File: config.mk
export PLATFORM = sky130hd
export DESIGN_NAME = signal_head_driver
export DESIGN_NICKNAME = d
export VERILOG_FILES = /design/src/rtl/signal_head_driver.sv
export SDC_FILE = /design/constraint.sdc
export NUM_CORES = 1
export LEC_CHECK = 0
export ABC_AREA = 1
export CAP_MARGIN = 20
export CORE_ASPECT_RATIO = 0.75
export CORE_MARGIN = 3
export CORE_UTILIZATION = 30
export CTS_CLUSTER_SIZE = 10
export DETAILED_ROUTE_END_ITERATION = 16
export PLACE_DENSITY_LB_ADDON = 0.15
export SLEW_MARGIN = 30
export SYNTH_ARGS = -nofsm -noshare
export SYNTH_HDL_FRONTEND = slang
export SYNTH_SLANG_ARGS = --single-unit
File: constraint.sdc
create_clock -name clk -period 1.7 [get_ports clk]
set_clock_uncertainty 0.15 [all_clocks]
set_input_delay 0.425 -clock clk [delete_from_list [all_inputs] [get_ports clk]]
set_output_delay 0.425 -clock clk [all_outputs]
set_load 0.01 [all_outputs]
File: src/rtl/signal_head_driver.sv
// rtl/signal_head_driver.sv - lamp driver for J/C vehicle heads and P walk head
// Optional countdown output is enabled by defining SIG_COUNTDOWN_EN.
module signal_head_driver #(
  parameter int unsigned J_DUR = 15,
  parameter int unsigned P_DUR = 8,
  parameter int unsigned C_DUR = 18,
  parameter int unsigned YEL_T = 3
) (
  input  logic       clk,
  input  logic       rst,
  input  logic       J,
  input  logic       P,
  input  logic       C,
  output logic [2:0] j_rgy,
  output logic [2:0] c_rgy,
  output logic       p_walk,
  output logic       p_dont,
  output logic [7:0] remain,
  output logic       fault
);

  typedef enum logic [2:0] {
    S_IDLE,
    S_GO_J,
    S_GO_P,
    S_GO_C,
    S_FAULT
  } state_t;

  localparam logic [7:0] J_LOAD = 8'(J_DUR - 1);
  localparam logic [7:0] P_LOAD = 8'(P_DUR - 1);
  localparam logic [7:0] C_LOAD = 8'(C_DUR - 1);
  localparam logic [7:0] YEL_W  = 8'(YEL_T);

  state_t     state_q, state_d;
  logic [7:0] cnt_q, cnt_d;
  logic [2:0] j_rgy_q, j_rgy_d;
  logic [2:0] c_rgy_q, c_rgy_d;
  logic       p_walk_q, p_walk_d;
  logic       p_dont_q, p_dont_d;
  logic       fault_q, fault_d;

  logic       multi;
  logic       fault_red;
  state_t     req;

  assign multi = (J & P) | (J & C) | (P & C);

  always_comb begin
    state_d = state_q;
    cnt_d   = cnt_q;
    req     = J ? S_GO_J : (P ? S_GO_P : S_GO_C);
    if (state_q == S_FAULT || multi) begin
      state_d = S_FAULT;
      cnt_d   = 8'd0;
    end else if ({J, P, C} == 3'b000) begin
      state_d = S_IDLE;
      cnt_d   = 8'd0;
    end else if (req == state_q) begin
      cnt_d = (cnt_q != 8'd0) ? cnt_q - 8'd1 : 8'd0;
    end else begin
      state_d = req;
      case (req)
        S_GO_J:  cnt_d = J_LOAD;
        S_GO_P:  cnt_d = P_LOAD;
        default: cnt_d = C_LOAD;
      endcase
    end
  end

  // Red bits start high on fault entry, then alternate each cycle.
  assign fault_red = (state_q == S_FAULT) ? ~j_rgy_q[2] : 1'b1;

  always_comb begin
    j_rgy_d  = 3'b100;
    c_rgy_d  = 3'b100;
    p_walk_d = 1'b0;
    p_dont_d = 1'b1;
    fault_d  = 1'b0;
    case (state_d)
      S_GO_J: j_rgy_d = (cnt_d >= YEL_W) ? 3'b001 : 3'b010;
      S_GO_C: c_rgy_d = (cnt_d >= YEL_W) ? 3'b001 : 3'b010;
      S_GO_P: begin
        p_walk_d = (cnt_d >= YEL_W);
        p_dont_d = (cnt_d < YEL_W);
      end
      S_FAULT: begin
        fault_d = 1'b1;
        j_rgy_d = {fault_red, 2'b00};
        c_rgy_d = {fault_red, 2'b00};
      end
      default: ;
    endcase
  end

  always_ff @(posedge clk or posedge rst) begin
    if (rst) begin
      state_q  <= S_IDLE;
      cnt_q    <= 8'd0;
      j_rgy_q  <= 3'b100;
      c_rgy_q  <= 3'b100;
      p_walk_q <= 1'b0;
      p_dont_q <= 1'b1;
      fault_q  <= 1'b0;
    end else begin
      state_q  <= state_d;
      cnt_q    <= cnt_d;
      j_rgy_q  <= j_rgy_d;
      c_rgy_q  <= c_rgy_d;
      p_walk_q <= p_walk_d;
      p_dont_q <= p_dont_d;
      fault_q  <= fault_d;
    end
  end

  assign j_rgy  = j_rgy_q;
  assign c_rgy  = c_rgy_q;
  assign p_walk = p_walk_q;
  assign p_dont = p_dont_q;
  assign fault  = fault_q;

`ifdef SIG_COUNTDOWN_EN
  logic [7:0] remain_q, remain_d;

  always_comb begin
    remain_d = 8'd0;
    if (state_d == S_GO_J || state_d == S_GO_P || state_d == S_GO_C)
      remain_d = cnt_d;
  end

  always_ff @(posedge clk or posedge rst) begin
    if (rst) remain_q <= 8'd0;
    else     remain_q <= remain_d;
  end

  assign remain = remain_q;
`else
  assign remain = 8'd0;
`endif

endmodule
After elaboration in Yosys (flattened, before gate mapping)
Cells that the tools add are included.
{ "word_totals": {"ff_bits": 20, "in_bits": 5, "out_inout_bits": 17, "word_cells": 44} }
{ "op_classes": {"add_sub_neg": 1, "n_lt_le_gt_ge": 2, "n_eq_ne": 8, "muxes": 17, "bitwise": 6, "n_reduce_logical": 3} }
{ "ops": {"columns": ["cell", "count"], "rows": [
  ["8-bit two-way mux", 4],
  ["3-bit one-hot mux with 2 select lines", 2],
  ["5-bit one-hot mux with 2 select lines", 1],
  ["3-bit two-way mux", 3],
  ["8-bit by 2-bit greater-or-equal comparator with 1-bit output, second input constant", 1],
  ["8-bit by 2-bit < comparator with 1-bit output, second input constant", 1],
  ["8-bit nonzero test", 1],
  ["8-bit by 1-bit subtractor with 8-bit output, second input constant", 1],
  ["3-bit by 2-bit equality test with 1-bit output, second input constant", 2],
  ["3-bit equality test, second input constant", 2],
  ["1-bit two-way mux", 5],
  ["2-bit two-way mux", 2],
  ["1-bit bitwise AND", 3],
  ["2-bit by 3-bit equality test with 1-bit output", 1],
  ["3-bit by 1-bit equality test with 1-bit output, second input constant", 1],
  ["3-bit zero test", 1],
  ["2-bit by 1-bit equality test with 1-bit output, second input constant", 1],
  ["2-bit equality test, second input constant", 1],
  ["1-bit OR", 2],
  ["1-bit logical OR", 1],
  ["1-bit NOT", 1]
]} }

Longest topological paths before layout
{ "depth": {"depth_word": 10, "depth_mapped": 13, "depth_no_buf": 13} }

Worst setup path before layout
No wires, ideal clock.
{ "synth_timing": {"kind": "register to register", "start": "reg cnt_q[0]", "end": "reg c_rgy_q[0] (netlist: c_rgy[0])", "setup_time_ps": 119, "t_arrival_ps": 1425, "required_ps": 1431, "path_slack_ps": 6, "stages_incl_launch_ff": 12, "path_buffers": 0, "period_less_slack_ps": 1694, "cell_sequence": "dfrtp_1 inv_1 ha_1 nand2_1 nor2_4 nor2_1 nor2_1 nor2_2 nor2_1 nand2_1 nor2_2 nor2_1"} }
{ "synth_via": {"elab_chain_len": 8, "elab_cells_between_ends": 9, "classes_between": "add/sub (1); order compare (1); mux (6); reduce/logical (1)"} }
{ "synth_lines": {"columns": ["element", "line_no", "text"], "rows": [
  ["start: declaration", "36", "logic [7:0] cnt_q, cnt_d;"],
  ["start signal: assignment", "107", "cnt_q <= cnt_d;"],
  ["8-bit by 1-bit subtractor with 8-bit output or 8-bit nonzero test (tied branches)", "60", "cnt_d = (cnt_q != 8'd0) ? cnt_q - 8'd1 : 8'd0;"],
  ["8-bit two-way mux (*)", "60", null],
  ["8-bit two-way mux (*)", "59", "end else if (req == state_q) begin"],
  ["8-bit two-way mux (*)", "56", "end else if ({J, P, C} == 3'b000) begin"],
  ["8-bit two-way mux (*)", "53", "if (state_q == S_FAULT || multi) begin"],
  ["named net cnt_d[2]", "36", null],
  ["8-bit by 2-bit greater-or-equal comparator with 1-bit output (*)", "82", "S_GO_C: c_rgy_d = (cnt_d >= YEL_W) ? 3'b001 : 3'b010;"],
  ["2-bit two-way mux (*)", "82", null],
  ["3-bit one-hot mux with 2 select lines (*)", "80", "case (state_d)"],
  ["named net c_rgy_d[0]", "38", "logic [2:0] c_rgy_q, c_rgy_d;"],
  ["end signal: assignment", "109", "c_rgy_q <= c_rgy_d;"],
  ["end: declaration", "38", null]
]} }
The timed path passes the listed nets; every way through them passes the cells marked *.

Worst setup path in the final report
Same ends and word-level chain as after synthesis.

==> reports/summary.txt <==
Die H - 62.29 µm
Die W - 81.06 µm
critical path peak fanout - 7
setup ws final - -58.79 ps
Final period util - 1.035
CTS sink count - 20
largest net degree at the start of global routing - 21
Design Area, Final - 0.001873 mm²
GR Util All Layers - 0.1304
FF-to-FF Start - cnt_q[0]
Cell Chain, Critical Path - inv_2 > ha_4 > nand2_4 > nor2_4 > nor2_1 > nor2_1 > nor2_2 > nand2_1 > nand3_1 > nor2_2 > nor2_1
core area - 0.003851 mm²
r2r endpoint - c_rgy[0]
Rows - 19
worst path arrival time - 1760 ps
worst path required time - 1700 ps
Post-Layout Cell Count - 276
post-synthesis sequential area ratio - 0.3978
max capacitance violation total - 0
fillcell total - 381
CP peak stage delay - 390 ps
placed cell count - 265
flops & latches, synth - 20
Finished Core Util - 0.4864
antenna violations before repair - 0
Setup crit end kind - flip-flop
crit-path most repeated cell - nor2_1
CTS clock-pin slew for the worst setup and hold paths - 80 ps
Synth Instances - 173
routability cong. - 0.8467
Slew Limit Fails - 0
vias in the first global route - 1,176
placed cell areas - 0.001639 mm²
Syn Std Cell Area - 0.001267 mm²
Root Buffer - clkbuf_8
CTS tree - done
Routed Antenna Nets - 0
drt via density - 4.330
DRT Pass-1 Iters - 5
total routed wirelength - 3157 µm
status - finished, violations left
TritonCTS Buffers - 3
Pwr Density - 551.3 mW/mm²
antenna cells - 0
slowest CP cell - dfrtp_1
Synth Area per Inst - 7.326 µm²
Leak Pwr - 0.001035 µW
grt total ovfl - 0
vias - 1,195
Final #Nets - 232
Worst Hold Class - input pin to async pin
Remaining DRCs - 0
maximum root-to-sink buffer count - 2
Layout Area Growth over Synthesis - 47.78%
fin crit period - 1759 ps
failing checks - setup timing
f_max - 568.6 MHz
Min Hold Slack - 341.6 ps
Worst setup SP type - flip-flop
final count of hold timing violations - 0
I/O Buffers - 13
reg-to-reg slack, setup - -60 ps
Final Setup Violations - 5
RSZ-0062 raised after global routing - yes
Unique masters post-synth - 24
first-pass GRT wire length - 5216 µm
critical path type - flip-flop to flip-flop
total power - 1033 µW
WL per Instance - 11.44 µm
Iter 0 DRT Violations - 24
peak supply drop - 0.4660 mV
Post-DP HPWL - 2411 µm
CTS H-tree lvls - 1
R2R depth - 11
Die ar. - 0.005049 mm²
layout cells sized above 1 - 0.4107
Yosys warning total - 0
worst skew pair latency - 260 ps
Initial Util - 0.3291
# IOs - 22
## cells in the mapped netlist, drive strengths merged
cell	n	area [µm²]
dfstp	3	78.83
o211ai	1	7.510
buf	9	67.56
inv	21	81.33
a21oi	2	10.01
nor2	39	205.2
xnor2	1	8.760
nand4	4	25.02
o21ai	5	25.02
ha	2	25.02
o21bai	1	7.510
dfrtp	17	425.4
nand2	53	224.0
nand3b	1	7.510
nand3	13	65.06
conb	1	3.750
## layout make-up
type                    count  area, µm²  area share
well taps                  52      65.06     0.03474
clock inverters             1      30.03     0.01603
clock buffers               3      41.29     0.02204
repair buffers             49      409.1      0.2184
inverters                  21      81.33     0.04342
flip-flops and latches     20      504.2      0.2692
multi-input cells         130      742.0      0.3961
## cell usage in the layout (no fill, tap or decap), types with 4 or more instances in the layout
master | synthesis | routed
nor2_4 | 3 | 6
nand3_2 | 0 | 4
dlygate4sd2_1 | 0 | 9
nand4_1 | 4 | 4
buf_4 | 9 | 32
dfrtp_1 | 17 | 17
inv_2 | 1 | 8
nand2_1 | 47 | 38
conb_1 | 1 | 8
nor2_1 | 27 | 23
inv_1 | 19 | 12
nor2_2 | 8 | 9
nand3_1 | 13 | 9
nand2_2 | 4 | 12
buf_6 | 0 | 4
## worst max path at each step
stage                   from       end  cells after the start
floorplan           cnt_q[0]  c_rgy[0]                     11
global placement           J  c_rgy[1]                     12
finish              cnt_q[0]  c_rgy[0]                     11
CTS                 cnt_q[0]  j_rgy[1]                     12
detailed placement         J  c_rgy[1]                     12
global route        cnt_q[0]  j_rgy[1]                     12
## logic make-up after synthesis
family / Yosys count / synth area share
flops: 20 / 0.3978
fa+ha+maj: 2 / 0.01974
simple gates: 110 / 0.4156
other cells: 1 / 0.002959
compound gates: 9 / 0.03949
xor+xnor: 1 / 0.006911
buf+inv: 30 / 0.1175
## sequential cells by signal (all words and copies together), names as in the netlist
register,flops
j_rgy,3
p_walk,1
p_dont,1
c_rgy,3
state_q,3
cnt_q,8
fault,1
## timing repair
action,4_1_cts,5_1_grt
gates resized for setup,35,20
endpoints found under the hold margin,0,0
setup buffers,4,4
setup endpoints to repair,20,11
hold buffers,0,0
pin swaps,15,6
## worst max-delay path: cells and delay by family (launching register included)
kind                       cells  cell delay, ps
and+or+nand+nor                9             850
DFF                            1             390
adders and majority gates      1             150
buffers and inverters          1             120
## metrics by stage
stage	setup TNS [ps]	setup slack, ps
global route	-1288	-208.7
global placement	-6578	-626.1
finish	-273.3	-58.79
detailed placement	-6955	-636.6
floorplan	0	6.252
CTS	-414.0	-103.2
## where the power goes
group          leakage [µW]  switching, µW  internal, µW
logic              0.000740           47.7          28.6
registers          0.000260              0           476
clock network     0.0000357            166           314
total               0.00104            214           819
## layer usage
metal / vias to the layer above / global-route usage / wire length (µm)
li1: 618 / - / -
met2: 30 / 0.2059 / 1500
met3: 0 / 0.03179 / 122
met1: 547 / 0.1835 / 1534
met4: 0 / 0.01899 / 0
met5: - / 0 / 0
Power figures use the tool's default switching activity.
